<file path="src/rtl/mux_sel_seq.sv">
// Channel scanner driving the s1/s2 selects of a 4:1 mux, with per-channel dwell and a sample strobe.
// Define MUX_SEL_SEQ_SKIP_MASK_EN to honour en_mask; otherwise all four channels are always scanned.
module mux_sel_seq (
    input  logic       clk,
    input  logic       rst,
    input  logic       start,
    input  logic       stop,
    input  logic       single,
    input  logic [3:0] en_mask,
    input  logic [7:0] dwell,
    output logic       s1,
    output logic       s2,
    output logic [1:0] ch_idx,
    output logic       sample,
    output logic       busy,
    output logic       done,
    output logic       err
);

    typedef enum logic {
        IDLE  = 1'b0,
        DWELL = 1'b1
    } state_t;

    state_t     state, state_nxt;
    logic [1:0] ch, ch_nxt;
    logic [7:0] cnt, cnt_nxt;
    logic       single_q, single_nxt;
    logic       stop_pend, stop_pend_nxt;
    logic       done_q, done_nxt;
    logic       err_q, err_nxt;

    logic [3:0] eff_mask;
    logic [7:0] dwell_eff;
    logic [1:0] first_ch;
    logic [1:0] adv_ch;
    logic       adv_any;
    logic       adv_wrap;
    logic       end_scan;

`ifdef MUX_SEL_SEQ_SKIP_MASK_EN
    assign eff_mask = en_mask;
`else
    assign eff_mask = en_mask | 4'b1111;
`endif

    assign dwell_eff = (dwell == 8'd0) ? 8'd1 : dwell;

    // Search order ch+1, ch+2, ch+3, ch; descending loop lets the nearest match win.
    function automatic logic [2:0] next_enabled(input logic [3:0] m, input logic [1:0] c);
        logic [2:0] r;
        logic [1:0] idx;
        r = {1'b0, c};
        for (int unsigned k = 4; k > 0; k--) begin
            idx = c + 2'(k);
            if (m[idx]) r = {1'b1, idx};
        end
        return r;
    endfunction

    always_comb begin
        first_ch = '0;
        for (int unsigned i = 4; i > 0; i--) begin
            if (eff_mask[i-1]) first_ch = 2'(i - 1);
        end
    end

    assign {adv_any, adv_ch} = next_enabled(eff_mask, ch);
    assign adv_wrap          = (adv_ch <= ch);

    assign sample   = (state == DWELL) && (cnt == 8'd1);
    assign end_scan = stop_pend || stop || !adv_any || (single_q && adv_wrap);

    always_comb begin
        state_nxt     = state;
        ch_nxt        = ch;
        cnt_nxt       = cnt;
        single_nxt    = single_q;
        stop_pend_nxt = stop_pend;
        done_nxt      = 1'b0;
        err_nxt       = 1'b0;
        case (state)
            IDLE: begin
                if (start && !stop) begin
                    if (|eff_mask) begin
                        state_nxt     = DWELL;
                        ch_nxt        = first_ch;
                        cnt_nxt       = dwell_eff;
                        single_nxt    = single;
                        stop_pend_nxt = 1'b0;
                    end else begin
                        err_nxt = 1'b1;
                    end
                end
            end
            DWELL: begin
                stop_pend_nxt = stop_pend | stop;
                if (sample) begin
                    if (end_scan) begin
                        state_nxt     = IDLE;
                        ch_nxt        = '0;
                        cnt_nxt       = '0;
                        single_nxt    = 1'b0;
                        stop_pend_nxt = 1'b0;
                        done_nxt      = 1'b1;
                    end else begin
                        ch_nxt  = adv_ch;
                        cnt_nxt = dwell_eff;
                    end
                end else begin
                    cnt_nxt = cnt - 8'd1;
                end
            end
            default: begin
                state_nxt = IDLE;
                ch_nxt    = '0;
                cnt_nxt   = '0;
            end
        endcase
    end

    always_ff @(posedge clk) begin
        if (rst) begin
            state     <= IDLE;
            ch        <= '0;
            cnt       <= '0;
            single_q  <= 1'b0;
            stop_pend <= 1'b0;
            done_q    <= 1'b0;
            err_q     <= 1'b0;
        end else begin
            state     <= state_nxt;
            ch        <= ch_nxt;
            cnt       <= cnt_nxt;
            single_q  <= single_nxt;
            stop_pend <= stop_pend_nxt;
            done_q    <= done_nxt;
            err_q     <= err_nxt;
        end
    end

    assign s1     = ch[1];
    assign s2     = ch[0];
    assign ch_idx = ch;
    assign busy   = (state == DWELL);
    assign done   = done_q;
`ifdef MUX_SEL_SEQ_SKIP_MASK_EN
    assign err    = err_q;
`else
    assign err    = 1'b0 & err_q;
`endif

endmodule

</file>
<file path="config.mk">
export PLATFORM = sky130hd
export DESIGN_NAME = mux_sel_seq
export DESIGN_NICKNAME = d
export VERILOG_FILES = /design/src/rtl/mux_sel_seq.sv
export SDC_FILE = /design/constraint.sdc
export NUM_CORES = 1
export LEC_CHECK = 0
export ABC_AREA = 1
export BUFFER_PORTS_ARGS = -buffer_cell sky130_fd_sc_hd__buf_2
export CAP_MARGIN = 15
export CORE_ASPECT_RATIO = 0.8
export CORE_MARGIN = 1.5
export CORE_UTILIZATION = 45
export CTS_CLUSTER_SIZE = 16
export DETAILED_ROUTE_END_ITERATION = 8
export GPL_ROUTABILITY_DRIVEN = 0
export PLACE_DENSITY = 0.66
export SETUP_SLACK_MARGIN = 0.2
export SLEW_MARGIN = 20
export SYNTH_ARGS = -nofsm -noshare
export SYNTH_HDL_FRONTEND = slang
export SYNTH_SLANG_ARGS = --single-unit
</file>
<file path="constraint.sdc">
create_clock -name clk -period 1.52 [get_ports clk]
set_clock_uncertainty 0.15 [all_clocks]
set_input_delay 0.228 -clock clk [delete_from_list [all_inputs] [get_ports clk]]
set_output_delay 0.228 -clock clk [all_outputs]
set_load 0.01 [all_outputs]
</file>
==> out/metrics.cfg, run 1 <==
[yosys]
yosysTopAreaCellShare_pct=29.0
yosysTopAreaCell=dfxtp_1
syn_inst=148
synthTopCellsByArea=dfxtp_1 29%, nand2_1 16%, inv_1 7.8%, a21oi_1 6.2%, nand3_1 6.2%
syn_avg_cell_area_um2=6.53
ys_seq_area_share_pct=29.0
ys_ff_latch=14
synth.net_count=168
synth_warnings=0
ys_types=22
synthesis.area_um2=967

[floorplan]
start_util_pct=49.7
die_area_um2=2440
io_pins=25
coreArea_um2=1940
die_w_um=54.8
chipHeight_um=44.5
rows=14

[global_routing]
grt_antenna_before_repair=0
track_usage_pct=24.0
grt_pass1_vias=879
grt_max_degree=18
grt_pass1_wl_mm=4.08
overflow=0

[pwr]
ir_drop_mv=0.631
finalPower_w=0.00113
power.density_nw_per_um2=822
leakagePower_nw=0.703
pwr-share-comb_pct=36.6
swShare_pct=36.3
p_clk_share_pct=25.5
p_sw_w=0.000412
seqPwrFrac_pct=37.9
internal_power_w=0.000722

[clock_network]
h-tree-depth=1
clk_pin_slew_ns=0.09
cts_buffer_depth=2
clock_latency_ns=0.30
cts.sinks=14
cts_tree=yes
cts_buffers=3
root_buffer=clkbuf_4

[routing]
antenna_left=0
dr.pass1.iters=4
wl_per_cell_um=12.5
via_count=1057
finalWirelength_mm=2.61
via_per_inst=5.06
drtIter0Drc=27
post-route-drc-count=0

[setup_path]
critical-path-slowest-cell=dfxtp_2
endpoint_kind=output port
crit_path_start=cnt[1]
worstPathMaxFanout=2
path_class=flop to output port
worstReg2RegStart=cnt[1]
critical-path-max-stage-delay_ns=0.34
worstPathArrival_ns=1.22
critPathRequiredTime_ns=1.14
start_kind=flop
worstPathCellList=inv_2 -> ha_4 -> nand2_4 -> inv_2 -> nand2_4 -> nor2_4 -> buf_6

[placement]
dp_hpwl_mm=1.71
port_buffers=19

[timing]
finalHoldViolCount=0
finalSetupViolCount=3
slew_violations=0
fmax_ghz=0.626
fin_crit_sh_pct=105
rsz0062_at_grt=yes
period_needed_ns=1.60
setup_tns_ns=-0.112
hold_slack_ns=0.0194
worst_slack_ns=-0.0772

[hold_path]
hp-class=primary input to flop
min_from=dwell[3]

[layout]
layout-drive-gt1-share_pct=45.4
num-nets-final=206
area_growth_pct=42.7
layout_common_cells=35 x nand2_1, 18 x inv_1, 18 x buf_2
final_core_util_pct=71.0
n_antenna_cell=0
final_common_cell=nand2_1

[status]
status=finished, violations left
violations=setup timing

[job]
drv_cap=0

==> metal layers <==
metal  share of wire [%]  track usage (%)  vias up
met5                   0                0        -
li1                    -                -      539
met1                  48             33.3      485
met4                0.96             7.50        0
met3                 5.5             7.09        2
met2                  46             35.2       31
==> synthesized netlist by cell type <==
cell and n:
nand3_1 12, o21ai_4 2, a21oi_1 12, conb_1 1, nor2_4 3, a21oi_2 1
o21bai_1 1, nor2_1 11, nor2_2 1, inv_2 3, nand2_4 2, dfxtp_1 14
buf_6 1, or2_2 1, nor3_1 3, inv_1 20, xor2_1 2, ha_1 3
nand4_1 3, o21ai_0 9, buf_4 3, nand2_1 40
==> cell families (layout without fill, tap and decap cells) <==
kind of cell             Yosys count  in the layout  synth area share (%)
adder cells (fa/ha/maj)            3              3                  3.88
other                              1              1                 0.388
buffers and inverters             27             64                  12.4
AO/OA/AOI/OAI                     25             25                  15.9
XOR/XNOR                           2              2                  1.81
AND/OR/NAND/NOR                   76             76                  36.6
flip-flops                        14             14                  29.0
==> power groups by stage <==
| stage | Sequential [W] | Combinational (W) | Clock [W] |
|---|---|---|---|
| final | 0.000430 | 0.000415 | 0.000289 |
| after detailed placement | 0.000436 | 0.000297 | 0 |
| after CTS | 0.000427 | 0.000367 | 0.000289 |
| after global placement | 0.000435 | 0.000293 | 0 |
| after floorplan | 0.000431 | 0.000231 | 0 |
| after global routing | 0.000434 | 0.000463 | 0.000307 |
==> sequential cells by signal, summed over array words and instances, names as in the netlist <==
register	count
done	1
stop_pend	1
single_q	1
cnt	8
ch_idx	2
busy	1
==> per-stage QoR <==
stage | setup slack [ns] | cell area [um^2] | cells
2_1_floorplan | 0.203 | 978 | 148
3_3_place_gp | 0.0695 | 1080 | 189
3_5_place_dp | 0.0435 | 1080 | 189
4_1_cts | -0.0583 | 1290 | 207
5_1_grt | -0.145 | 1380 | 209
6_report | -0.0772 | 1380 | 209
==> timing repair <==
action,4_1_cts,5_1_grt
endpoints found under the setup margin,16,16
hold buffers,3,0
hold endpoints to repair,1,0
setup buffers,11,2
resized for setup,17,20
pin swaps,8,15
==> cell type report <==
class	instances	area, um^2
clock buffer	4	36.3
sequential	14	302
tap	24	30.0
inverter	23	86.3
multi-input combinational	107	671
timing repair buffer	37	255
fill	156	564
==> critical path, delay by kind of cell (launching register included) <==
kind	cells	cell delay, ns
DFF	1	0.34
buffers and inverters	3	0.25
and+or+nand+nor	3	0.21
adders and majority gates	1	0.13
==> worst paths after layout <==
check	end	slack (ns)	cells after the start
setup / recovery	sample	-0.08	7
hold / removal	cnt[3]	0.02	3
setup reg to reg	cnt[1]	-0.03	9
hold reg to reg	single_q	0.32	2
(Power assumes the default switching activity.)
==> inputs of run 2 (changes only) <==
- ABC_AREA: 1 -> not set
- REMOVE_ABC_BUFFERS: not set -> 1
==> run 2 against run 1 <==
  * The flow still finishes with violations (setup timing)
  * Count of clock-buffer cells in the layout down 1
  * Final area is 7.9% higher
  * Flip-flop and latch count unchanged
  * Via count grew 12%
  * Register-to-register slack worse by 0.40 ns
  * Combinational power up 26%
==> out/metrics.cfg, run 2 <==
[global_routing]
overflow=0  ; unchanged
grt_antenna_before_repair=0  ; unchanged
grt_pass1_wl_mm=5.11  ; +25%
grt_max_degree=15  ; -3
track_usage_pct=30.7  ; +6.8 points
grt_pass1_vias=1087  ; +24%

[clock_network]
cts_buffer_depth=2  ; unchanged
root_buffer=clkbuf_4
hold_buffers=0  ; -3
h-tree-depth=1  ; unchanged
clock_latency_ns=0.29  ; about the same
cts_buffers=3  ; unchanged
cts.sinks=14  ; unchanged
cts_tree=yes
clk_pin_slew_ns=0.09  ; about the same

[placement]
pre_cts_ws_ns=-0.418  ; -0.462 ns
dp_cells=174  ; -7.9%
dpl-instance-area_um2=1240  ; +14%
port_buffers=19  ; unchanged
dp_hpwl_mm=2.04  ; +20%

[status]
violations=setup timing
status=finished, violations left

[pwr]
power.density_nw_per_um2=787  ; -4.2%
leakagePower_nw=0.631  ; -10%
ir_drop_mv=0.913  ; +45%

[floorplan]
coreArea_um2=1890  ; -2.7%
rows=14  ; unchanged
start_util_pct=48.2  ; -1.5 points
die_area_um2=2310  ; -5.3%
die_w_um=53.3  ; -2.7%
io_pins=25  ; unchanged
chipHeight_um=43.3  ; -2.7%

[yosys]
synth_compound_area_share_pct=27.6  ; +12 points
synth_xor_area_share_pct=0.960  ; -0.85 points
ys_seq_area_share_pct=30.7  ; +1.7 points
yosysTopAreaCellShare_pct=30.7  ; +1.7 points
synth_top_family_by_area=compound AO/OA/AOI/OAI gates
synthTopCellsByCount=14 x dfxtp_1, 8 x a21oi_1, 7 x nand2_1
synthMuxAreaShare_pct=3.43  ; +3.4 points
yosys.area_share.simple_pct=25.2  ; -11 points
synth_warnings=0  ; unchanged
yosys.area_share.adder_pct=4.12  ; +0.23 points
synth-edff-count=0  ; unchanged
syn_avg_cell_area_um2=8.69  ; +33%
synthArstFlopShare_pct=0  ; unchanged
synthesis.area_um2=912  ; -5.7%
synthTopCellsByArea=dfxtp_1 31%, a21oi_1 4.4%, ha_1 4.1%, a31oi_1 3.4%, nand2_1 2.9%
ys_types=48  ; +120%
synth_most_common_cell=dfxtp_1
ys.flop_type=dfxtp_1
ys_ff_latch=14  ; unchanged
syn_inst=105  ; -29%
yosysTopAreaCell=dfxtp_1

[layout]
final_common_cell=buf_4
n_antenna_cell=0  ; unchanged
n_fill_cell=110  ; -29%
layout-drive-gt1-share_pct=59.1  ; +14 points
regMostFlops=cnt
area_growth_pct=63.2
final_area_um2=1490  ; +7.9%
layout_common_cells=38 x buf_4, 18 x buf_2, 11 x dfxtp_1
largest_register_ffs=8  ; unchanged
final_cells=188  ; -10%
num-nets-final=186  ; -9.7%

[routing]
via_per_inst=6.31  ; +25%
via_count=1187  ; +12%
finalWirelength_mm=3.61  ; +38%
dr.pass1.iters=5  ; +1
wl_per_cell_um=19.2  ; +53%
antenna_left=0  ; unchanged
drtIter0Drc=74  ; +170%
post-route-drc-count=0  ; unchanged

[timing]
fmax_ghz=0.513  ; -18%
hold_slack_ns=0.0486  ; +0.0292 ns
finalSetupViolCount=15  ; +12
slew_violations=0  ; unchanged
fin_crit_sh_pct=128  ; +23 points
rsz0062_at_grt=yes
period_needed_ns=1.95  ; +0.351 ns
finalHoldViolCount=0  ; unchanged
worst_slack_ns=-0.429  ; -0.351 ns

[setup_path]
path_class=flop to flop
cp_top_family=simple AND/OR/NAND/NOR gates
critical-path-max-stage-delay_ns=0.50  ; +0.16 ns
path_buf_inv=2  ; -1
critical-path-slowest-cell=or4b_4
start_kind=flop
worstPathCellList=inv_2 -> ha_4 -> or4b_4 -> o31ai_4 -> buf_4 -> nand3_1 -> a31oi_1
worstPathArrival_ns=2.02  ; +0.80 ns
critPathRequiredTime_ns=1.59  ; +0.45 ns
endpoint_kind=flop
worstPathMaxFanout=3  ; +1

[hold_path]
hp-class=primary input to flop

[job]
drv_cap=0  ; unchanged

[run 2: cell types whose count changed after synthesis, moves of 3 or more]
cell and delta:
nand2_1 -33, inv_1 -14, nand3_1 -9, o21ai_0 -7, a31oi_1 +5, nor2_1 -5
a21oi_1 -4, inv_2 -3, nor2_4 -3, nor4_1 +3, o21ai_1 +3
[run 2: tightest hold or removal path, stage by stage]
cell	delay, ns
buf_2	0.09
nand2_1	0.05
a21oi_1	0.07
[run 2: timing repair]
| item | in CTS | in global routing |
|---|---|---|
| gates resized for setup | 21 | 13 |
| buffers inserted | 6 | 5 |
| pin swaps | 19 | 12 |
| endpoints found under the setup margin | 15 | 15 |
[run 2: logic make-up after synthesis]
| family | Yosys count |
|---|---|
| other cells | 1 |
| xor+xnor | 1 |
| buf+inv | 13 |
| compound gates | 34 |
| simple gates | 36 |
| flops | 14 |
| mux | 3 |
| fa+ha+maj | 3 |
[run 2: cell type report]
type | instances | area, um^2 | share of cell area, %
Multi-Input combinational cell | 78 | 673 | 45.2
Timing Repair Buffer | 63 | 454 | 30.5
Sequential cell | 14 | 284 | 19.1
Tap cell | 24 | 30.0 | 2.02
Inverter | 6 | 25.0 | 1.68
Clock buffer | 3 | 22.5 | 1.51
[run 2: power breakdown]
part	total [W]	leakage (nW)	switching, W	internal (W)
clock network	0.000224	0.0138	0.000132	0.0000924
logic	0.000522	0.502	0.000263	0.000259
registers	0.000426	0.116	0.0000311	0.000394
[run 2: per-layer routing]
layer,GRT usage [%],wire length [um]
met5,0,0
met4,10.8,170
met3,9.51,396
met2,48.9,1670
met1,38.7,1370
[run 2: worst paths after layout]
kind | from | to | slack (ns) | depth (start not counted)
max | cnt[1] | cnt[6] | -0.43 | 7
min | single | single_q | 0.05 | 3
max reg2reg | cnt[1] | cnt[6] | -0.43 | 7
min reg2reg | single_q | single_q | 0.42 | 2
[run 2: per-stage QoR]
step / power, W / setup TNS, ns / utilization, %
2_1_floorplan: 0.000605 / -2.63 / -
3_3_place_gp: 0.000795 / -3.52 / 65.5
3_5_place_dp: 0.000809 / -4.36 / 65.5
4_1_cts: 0.00109 / -3.76 / 73.7
5_1_grt: 0.00121 / -5.69 / 78.7
6_report: 0.00117 / -4.74 / 78.7
